<file path="config.mk">
export PLATFORM = sky130hd
export DESIGN_NAME = const_level_monitor
export DESIGN_NICKNAME = d
export VERILOG_FILES = /design/src/rtl/const_level_pkg.sv /design/src/rtl/level_debounce_bit.sv /design/src/rtl/const_level_monitor.sv
export SDC_FILE = /design/constraint.sdc
export NUM_CORES = 1
export LEC_CHECK = 0
export CORE_UTILIZATION = 53
export DETAILED_ROUTE_END_ITERATION = 10
export GPL_ROUTABILITY_DRIVEN = 1
export PLACE_DENSITY = 0.79
export SETUP_SLACK_MARGIN = 0.4
export SLEW_MARGIN = 20
export SYNTH_ARGS = -nofsm -noshare
export SYNTH_HDL_FRONTEND = slang
export SYNTH_SLANG_ARGS = --single-unit
</file>
<file path="constraint.sdc">
create_clock -name clk -period 1.95 [get_ports clk]
set_clock_uncertainty 0.2 [all_clocks]
set_input_delay 0.2925 -clock clk [delete_from_list [all_inputs] [get_ports clk]]
set_output_delay 0.2925 -clock clk [all_outputs]
set_load 0.1 [all_outputs]
</file>
<file path="src/rtl/const_level_pkg.sv">
// Shared types and default parameter values for the level monitor.
package const_level_pkg;

    typedef enum logic {
        STABLE  = 1'b0,
        PENDING = 1'b1
    } deb_state_t;

    localparam int unsigned DEF_WIDTH      = 4;
    localparam int unsigned DEF_DEB_CYCLES = 15;
    localparam int unsigned DEF_CNT_W      = 4;
    localparam int unsigned DEF_GLITCH_W   = 8;

endpackage

</file>
<file path="src/rtl/level_debounce_bit.sv">
// One monitored bit: 2-flop synchronizer, debounce FSM, level register and
// edge pulses. Reports a glitch strobe and a pending flag to the top level.
module level_debounce_bit
    import const_level_pkg::*;
#(
    parameter int unsigned DEB_CYCLES = DEF_DEB_CYCLES,
    parameter int unsigned CNT_W      = DEF_CNT_W,
    parameter logic        RESET_BIT  = 1'b0
) (
    input  logic clk,
    input  logic resetn,
    input  logic in_async,
    output logic level,
    output logic rise_pulse,
    output logic fall_pulse,
    output logic glitch,
    output logic pending
);

    logic             sync1;
    logic             sync2;
    deb_state_t       state;
    deb_state_t       state_next;
    logic [CNT_W-1:0] cnt;
    logic [CNT_W-1:0] cnt_next;
    logic             flip;

    // Two-stage synchronizer; only sync2 feeds the debounce logic.
    always_ff @(posedge clk or negedge resetn) begin
        if (!resetn) begin
            sync1 <= RESET_BIT;
            sync2 <= RESET_BIT;
        end else begin
            sync1 <= in_async;
            sync2 <= sync1;
        end
    end

    // State register plus the level and pulse registers that move with it.
    always_ff @(posedge clk or negedge resetn) begin
        if (!resetn) begin
            state      <= STABLE;
            cnt        <= '0;
            level      <= RESET_BIT;
            rise_pulse <= 1'b0;
            fall_pulse <= 1'b0;
        end else begin
            state      <= state_next;
            cnt        <= cnt_next;
            level      <= level ^ flip;
            rise_pulse <= flip & ~level;
            fall_pulse <= flip & level;
        end
    end

    // Next-state: count consecutive differing samples, flip on the last one.
    always_comb begin
        state_next = state;
        cnt_next   = cnt;
        flip       = 1'b0;
        case (state)
            STABLE: begin
                if (sync2 != level) begin
                    if (DEB_CYCLES == 1) begin
                        flip = 1'b1;
                    end else begin
                        state_next = PENDING;
                        cnt_next   = CNT_W'(1);
                    end
                end else begin
                    cnt_next = '0;
                end
            end
            PENDING: begin
                if (sync2 != level) begin
                    if (cnt == CNT_W'(DEB_CYCLES - 1)) begin
                        flip       = 1'b1;
                        state_next = STABLE;
                        cnt_next   = '0;
                    end else begin
                        cnt_next = cnt + CNT_W'(1);
                    end
                end else begin
                    state_next = STABLE;
                    cnt_next   = '0;
                end
            end
            default: begin
                state_next = STABLE;
                cnt_next   = '0;
            end
        endcase
    end

    // Status outputs: a glitch is a pending count abandoned by a matching sample.
    always_comb begin
        pending = (state == PENDING);
        glitch  = (state == PENDING) && (sync2 == level);
    end

endmodule

</file>
<file path="src/rtl/const_level_monitor.sv">
// Synchronizes and debounces WIDTH asynchronous level inputs, reporting clean
// levels, edge pulses, a saturating glitch count and a sticky mismatch flag.
module const_level_monitor
    import const_level_pkg::*;
#(
    parameter int unsigned       WIDTH       = DEF_WIDTH,
    parameter int unsigned       DEB_CYCLES  = DEF_DEB_CYCLES,
    parameter int unsigned       CNT_W       = DEF_CNT_W,
    parameter int unsigned       GLITCH_W    = DEF_GLITCH_W,
    parameter logic [WIDTH-1:0]  RESET_LEVEL = '0
) (
    input  logic                clk,
    input  logic                resetn,
    input  logic [WIDTH-1:0]    in_async,
    input  logic [WIDTH-1:0]    expected,
    input  logic                check_en,
    input  logic                clear,
    output logic [WIDTH-1:0]    level_out,
    output logic [WIDTH-1:0]    rise_pulse,
    output logic [WIDTH-1:0]    fall_pulse,
    output logic                settled,
    output logic                mismatch,
    output logic [GLITCH_W-1:0] glitch_cnt
);

    logic [WIDTH-1:0] glitch_vec;
    logic [WIDTH-1:0] pending_vec;
    logic             any_glitch;

    for (genvar i = 0; i < WIDTH; i++) begin : g_bit
        level_debounce_bit #(
            .DEB_CYCLES (DEB_CYCLES),
            .CNT_W      (CNT_W),
            .RESET_BIT  (RESET_LEVEL[i])
        ) u_bit (
            .clk        (clk),
            .resetn     (resetn),
            .in_async   (in_async[i]),
            .level      (level_out[i]),
            .rise_pulse (rise_pulse[i]),
            .fall_pulse (fall_pulse[i]),
            .glitch     (glitch_vec[i]),
            .pending    (pending_vec[i])
        );
    end

    // Aggregate per-bit status into block-level flags.
    always_comb begin
        any_glitch = |glitch_vec;
        settled    = ~|pending_vec;
    end

    // Glitch counter: clear first, then one saturating increment per glitching cycle.
    always_ff @(posedge clk or negedge resetn) begin
        if (!resetn) begin
            glitch_cnt <= '0;
        end else if (clear) begin
            glitch_cnt <= any_glitch ? GLITCH_W'(1) : '0;
        end else if (any_glitch && (glitch_cnt != '1)) begin
            glitch_cnt <= glitch_cnt + GLITCH_W'(1);
        end
    end

    // Sticky mismatch; a new mismatch wins over a simultaneous clear.
    always_ff @(posedge clk or negedge resetn) begin
        if (!resetn) begin
            mismatch <= 1'b0;
        end else begin
            mismatch <= (check_en && settled && (level_out != expected)) ||
                        (mismatch && !clear);
        end
    end

endmodule

</file>
# Word level (Yosys, flattened, before mapping)
# Cells that the tools add are included.
word_totals:
  register_bits: 49
  output_inout_bits: 22
  input_bits: 12
classes:
  add_sub_neg: 5
  n_eq_ne: 14
  bitwise_logic: 20
  mux: 47
  reduce_logical: 14
ops:
  columns: ["operator", "count"]
  rows:
  - ["two-way mux 4 bit", 8]
  - ["one-hot mux 4 bit (2 select lines)", 4]
  - ["two-way mux 1 bit", 29]
  - ["adder 4 x 1 -> 4 bit, second input constant", 4]
  - ["equality test 4 bit, second input constant", 4]
  - ["two-way mux 8 bit", 2]
  - ["adder 8 x 1 -> 8 bit, second input constant", 1]
  - ["AND 1 bit", 8]
  - ["logical AND 1 bit", 8]
  - ["!= test 8 bit, second input constant", 1]
  - ["NOT 1 bit", 8]
  - ["one-hot mux 1 bit (2 select lines)", 4]
  - ["OR reduction 4 bit", 2]
  - ["equality test 1 bit", 4]
  - ["!= test 1 bit", 4]
  - ["!= test 4 bit", 1]
  - ["bitwise XOR 1 bit", 4]
  - ["zero test 1 bit", 2]
  - ["nonzero test 2 bit", 1]
  - ["logical OR 1 bit", 1]

# Longest topological paths before layout
depth:
  depth_word: 6
  mapped_depth: 6
  mapped_depth_nobuf: 6

# Cells and area by module
# A second synthesis with hierarchy kept.
hier_totals:
  hier_cells: 185
  hier_area_um2: 2262.2
by_module_without_submodules:
  columns: ["module", "area_each_um2", "seq_area_each_um2", "n_inst", "cells_each"]
  rows:
  - ["level_debounce_bit", 415.4, 250.2, 4, 31]
  - ["const_level_monitor", 600.6, 225.2, 1, 61]

# Least setup slack after synthesis
# OpenSTA, ideal clock, no wires.
synth_path:
  kind: "flip-flop to flip-flop"
  start: "reg g_bit[3].u_bit.state"
  end: "reg mismatch"
  setup_ns: 0.089
  synth_period_minus_slack_ns: 4.033
  setup_slack_ns: -2.083
  path_buffers: 0
  t_arrival_ns: 3.743
  stages_incl_launch_ff: 4
  t_required_ns: 1.661
  path_cell_list: "dfrtp_1 nor4_1 nand3_1 o21ai_1"
synth_via:
  elab_chain_len: 5
synth_lines:
  columns: ["item", "line", "source"]
  rows:
  - ["start, declared", "level_debounce_bit.sv:22", "deb_state_t state;"]
  - ["start signal, assigned", "level_debounce_bit.sv:48", "state <= state_next;"]
  - ["OR reduction 4 bit", "const_level_monitor.sv:50", "settled = ~|pending_vec;"]
  - ["zero test 1 bit", "const_level_monitor.sv:50", null]
  - ["named net settled", "const_level_monitor.sv:21", "output logic settled,"]
  - ["logical AND 1 bit (2 in series)", "const_level_monitor.sv:69", "mismatch <= (check_en && settled && (level_out != expected)) ||"]
  - ["logical OR 1 bit", "const_level_monitor.sv:69", null]
  - ["end signal, assigned", "const_level_monitor.sv:69", null]
  - ["end, declared", "const_level_monitor.sv:22", "output logic mismatch,"]
# The timed path passes the listed nets, and every way through them passes these cells.
# A chain may end at the register's enable or synchronous reset.

# Final worst setup path
layout_path:
  start: "reg g_bit[3].u_bit.level"
  end: "reg glitch_cnt[6]"
layout_via:
  elab_chain_len: 5
layout_lines:
  columns: ["item", "line", "source"]
  rows:
  - ["start, declared", "level_debounce_bit.sv:13", "output logic level,"]
  - ["start signal, assigned", "level_debounce_bit.sv:50", "level <= level ^ flip;"]
  - ["equality test 1 bit", "level_debounce_bit.sv:98", "glitch = (state == PENDING) && (sync2 == level);"]
  - ["logical AND 1 bit", "level_debounce_bit.sv:98", null]
  - ["OR reduction 4 bit", "const_level_monitor.sv:49", "any_glitch = |glitch_vec;"]
  - ["logical AND 1 bit", "const_level_monitor.sv:59", "end else if (any_glitch && (glitch_cnt != '1)) begin"]
  - ["nonzero test 2 bit (no source line)", null, null]
  - ["end signal, assigned", "const_level_monitor.sv:58", "glitch_cnt <= any_glitch ? GLITCH_W'(1) : '0;"]
  - ["end signal, assigned", "const_level_monitor.sv:60", "glitch_cnt <= glitch_cnt + GLITCH_W'(1);"]
  - ["end, declared", "const_level_monitor.sv:23", "output logic [GLITCH_W-1:0] glitch_cnt"]
# Every way passes these cells.

==> Implementation_results.wiki <==
{| class="wikitable"
! Metric !! Value
|-
| Cell at the root of the clock tree || sky130_fd_sc_hd__clkbuf_8
|-
| Layout filler cell count || about 160
|-
| Synth Area per Inst || approximately 12 um2
|-
| Seq. cell area || ~1300 um2
|-
| Number of enable flip-flop cells after synthesis || 0
|-
| Die outline area || 4597 um2
|-
| Clock sinks || 49
|-
| Detailed Route WL || between 6 and 7 mm
|-
| Leading register cell type out of synthesis || sky130_fd_sc_hd__dfrtp_1
|-
| Period minus WS final || 1.908 ns
|-
| Proportion of layout cells with a drive suffix above 1 || between 40% and 50%
|-
| Inst Count DP || between 200 and 300
|-
| Hold Crit Class || reg2reg
|-
| Worst slack at placement || 0.1254 ns
|-
| Routability congestion estimate || ~0.8
|-
| Area of the multi-input gates || 1175 um2
|-
| Static leakage || ~1.6 nW
|-
| Design Power || about 0.0025 W
|-
| Starting Density || 56.15%
|-
| Number of global-route vias before repair || around 1700
|-
| H-tree depth || 2
|-
| Initial antenna violation count || 0
|-
| Clock buffer count from CTS || 5
|-
| Fraction of registers with async set/reset || 100.0%
|-
| Critical setup path kind || reg2reg
|-
| Count of input and output buffers || 33
|-
| Yosys warning count || 0
|-
| Critical path peak fanout || 7
|-
| Relative max-transition margin || 61.78%
|-
| Worst vdd rail ir drop || a little over 0.8 mV
|-
| Antenna Nets Post-Route || 0
|-
| Max Buffers Root-to-Sink || 2
|-
| Max Freq || around 520 MHz
|-
| Die Y || between 60 and 70 um
|-
| Netlist Area Pre-Place || 2295 um2
|-
| Kind of start point of the critical path || register
|-
| RSZ-0062 raised after global routing || yes
|-
| DPL Wire Length || between 3 and 4 mm
|-
| Std cell rows || 23
|-
| CTS clk-pin slew, worst paths || approximately 0.090 ns
|-
| Remaining DRCs || 0
|-
| Vias per cell || ~5.5
|-
| TritonCTS clock tree || built
|-
| Largest net degree at the start of global routing || 34
|-
| Part of the Yosys area used for sequential elements || between 50% and 60%
|-
| Wire length of the first global-routing pass || between 8 and 9 mm
|-
| Utilization after layout || 87.66%
|-
| Detailed-router iteration count before antenna repair || 4
|-
| Top cell type's share of synthesized area || 53.44%
|-
| Final instance count without filler cells || 314
|-
| Nets || 292
|-
| Overflow after GRT || 0
|-
| Average wire per standard cell || between 15 and 20 um
|-
| Placeable core area || 4086 um2
|-
| Cells after synthesis || 195
|-
| Most area-consuming cells after synthesis || sky130_fd_sc_hd__dfrtp_1 (53%), sky130_fd_sc_hd__ha_1 (9.3%), sky130_fd_sc_hd__buf_4 (3.9%)
|-
| Area grow syn2layout || 56.11%
|-
| Initial DRC count || roughly 110
|-
| Status || complete, no violations
|-
| Most frequent standard cell in the layout excluding fill and tap cells || sky130_fd_sc_hd__dfrtp_1
|-
| Cell taking the most area after synthesis || sky130_fd_sc_hd__dfrtp_1
|-
| Final setup fails || 0
|-
| Count of different cell masters after synthesis || 33
|-
| Power density of the placed cells || 694.6 nW/um2
|-
| Worst-skew pair later-pin latency || 0.31 ns
|-
| Horiz. Die Dim || between 60 and 70 um
|-
| Net count after synthesis || about 220
|-
| Most used cells in the layout excluding fill and tap cells || sky130_fd_sc_hd__dfrtp_1 (37), sky130_fd_sc_hd__buf_12 (23), sky130_fd_sc_hd__buf_4 (20)
|-
| Via count || 1734
|-
| Pin slew with the least headroom to its limit || 0.5715 ns
|-
| Data required time at the worst endpoint || 1.95 ns
|-
| Yosys reg bits || 49
|-
| # IOs || 34
|-
| Overall fraction of global-route tracks in use || between 20% and 30%
|-
| Type of element capturing the critical path || register
|-
| Part of the cycle the worst path needs || a little over nine tenths
|-
| Final setup slack of the worst path || 0.04235 ns
|-
| Final-report max-slew violation count || 0
|-
| Ant diodes || 0
|-
| Final hold viol count || 0
|-
| Maximum Capacitance Violations || 0
|-
| Arrival @ worst endpoint || approximately 1.9 ns
|}
-- cell usage after synthesis, types with 3 or more instances --
cell and n:
sky130_fd_sc_hd__xnor2_1 8, sky130_fd_sc_hd__o21ai_0 4, sky130_fd_sc_hd__xnor2_2 4, sky130_fd_sc_hd__nand2b_1 3, sky130_fd_sc_hd__inv_1 15, sky130_fd_sc_hd__mux2_1 5, sky130_fd_sc_hd__nor3b_1 4, sky130_fd_sc_hd__dfrtp_1 49
sky130_fd_sc_hd__o22ai_1 4, sky130_fd_sc_hd__nand2_1 5, sky130_fd_sc_hd__nand3b_1 4, sky130_fd_sc_hd__buf_4 12, sky130_fd_sc_hd__nor2b_1 5, sky130_fd_sc_hd__a21oi_1 4, sky130_fd_sc_hd__nand3_1 11, sky130_fd_sc_hd__ha_1 17
sky130_fd_sc_hd__nor2_1 16, sky130_fd_sc_hd__a211oi_1 5, sky130_fd_sc_hd__xor2_1 4
-- where the power goes --
part           switching (W)  internal [W]
combinational       0.000389      0.000330
clock               0.000353      0.000248
sequential         0.0000796       0.00109
total               0.000821       0.00167
-- final cells by class --
type | count | area share, %
Inverter | 15 | 1.572
Multi-Input combinational cell | 118 | 32.80
Tap cell | 50 | 1.746
Sequential cell | 49 | 35.14
Timing Repair Buffer | 74 | 26.34
Clock buffer | 5 | 1.921
Clock inverter | 3 | 0.4890
-- critical path: stages, from the launching register on --
cell and delay (ns):
sky130_fd_sc_hd__dfrtp_1 0.44, sky130_fd_sc_hd__xnor2_2 0.29, sky130_fd_sc_hd__a22oi_4 0.19, sky130_fd_sc_hd__a211oi_2 0.32, sky130_fd_sc_hd__mux2_1 0.36
-- path summary, 6_finish.rpt --
kind                            slack, ns                    end                  from  cells after the start
worst max-delay path                 0.04          glitch_cnt[6]  g_bit[3].u_bit.level                      4
worst min-delay path                 0.16   g_bit[0].u_bit.sync2  g_bit[0].u_bit.sync1                      0
worst max register to register       0.04          glitch_cnt[6]  g_bit[3].u_bit.level                      4
worst min register to register       0.16   g_bit[0].u_bit.sync2  g_bit[0].u_bit.sync1                      0
max in group asynchronous            0.78          glitch_cnt[4]                resetn                      3
min in group asynchronous            0.24  g_bit[3].u_bit.cnt[2]                resetn                      2
-- routing by layer --
layer  part of all wire (%)  vias to the layer above  GRT usage [%]
met5                      0                        -              0
met3                    3.6                       21          4.054
met4                    2.5                        0          14.58
met2                     52                       52          42.33
li1                       -                      778              -
met1                     42                      883          30.26
-- cell families after synthesis --
| group | share of synthesized area (%) |
|---|---|
| XOR/XNOR | 7.415 |
| flip-flops | 53.44 |
| AND/OR/NAND/NOR | 12.21 |
| AO/OA/AOI/OAI | 8.234 |
| adder cells (fa/ha/maj) | 9.269 |
| buffers and inverters | 6.543 |
| multiplexers | 2.890 |
-- through the flow --
stage	area (um2)	hold WS [ns]	setup TNS [ns]
final	3582	0.1551	0
after global routing	3582	0.1658	0
after CTS	3289	0.1568	0
after detailed placement	2963	0.04423	0
after global placement	2963	0.02799	0
after floorplan	2399	-0.2031	-0.2618
-- repair_timing --
item | 4_1_cts | 5_1_grt
setup buffers | 19 | 16
pin swaps | 18 | 28
hold endpoints to repair | 16 | 0
gates cloned | 0 | 0
endpoints found under the setup margin | 20 | 34
gates resized for setup | 21 | 36
hold buffers | 1 | 0
-- state kept, by name (all words and copies together) (netlist names) --
name	flops
g_bit.u_bit.cnt	16
g_bit.u_bit.fall_pulse	4
g_bit.u_bit.level	4
g_bit.u_bit.pending	4
g_bit.u_bit.rise_pulse	4
g_bit.u_bit.sync1	4
g_bit.u_bit.sync2	4
glitch_cnt	8
mismatch	1
Power figures use the tool's default switching activity.
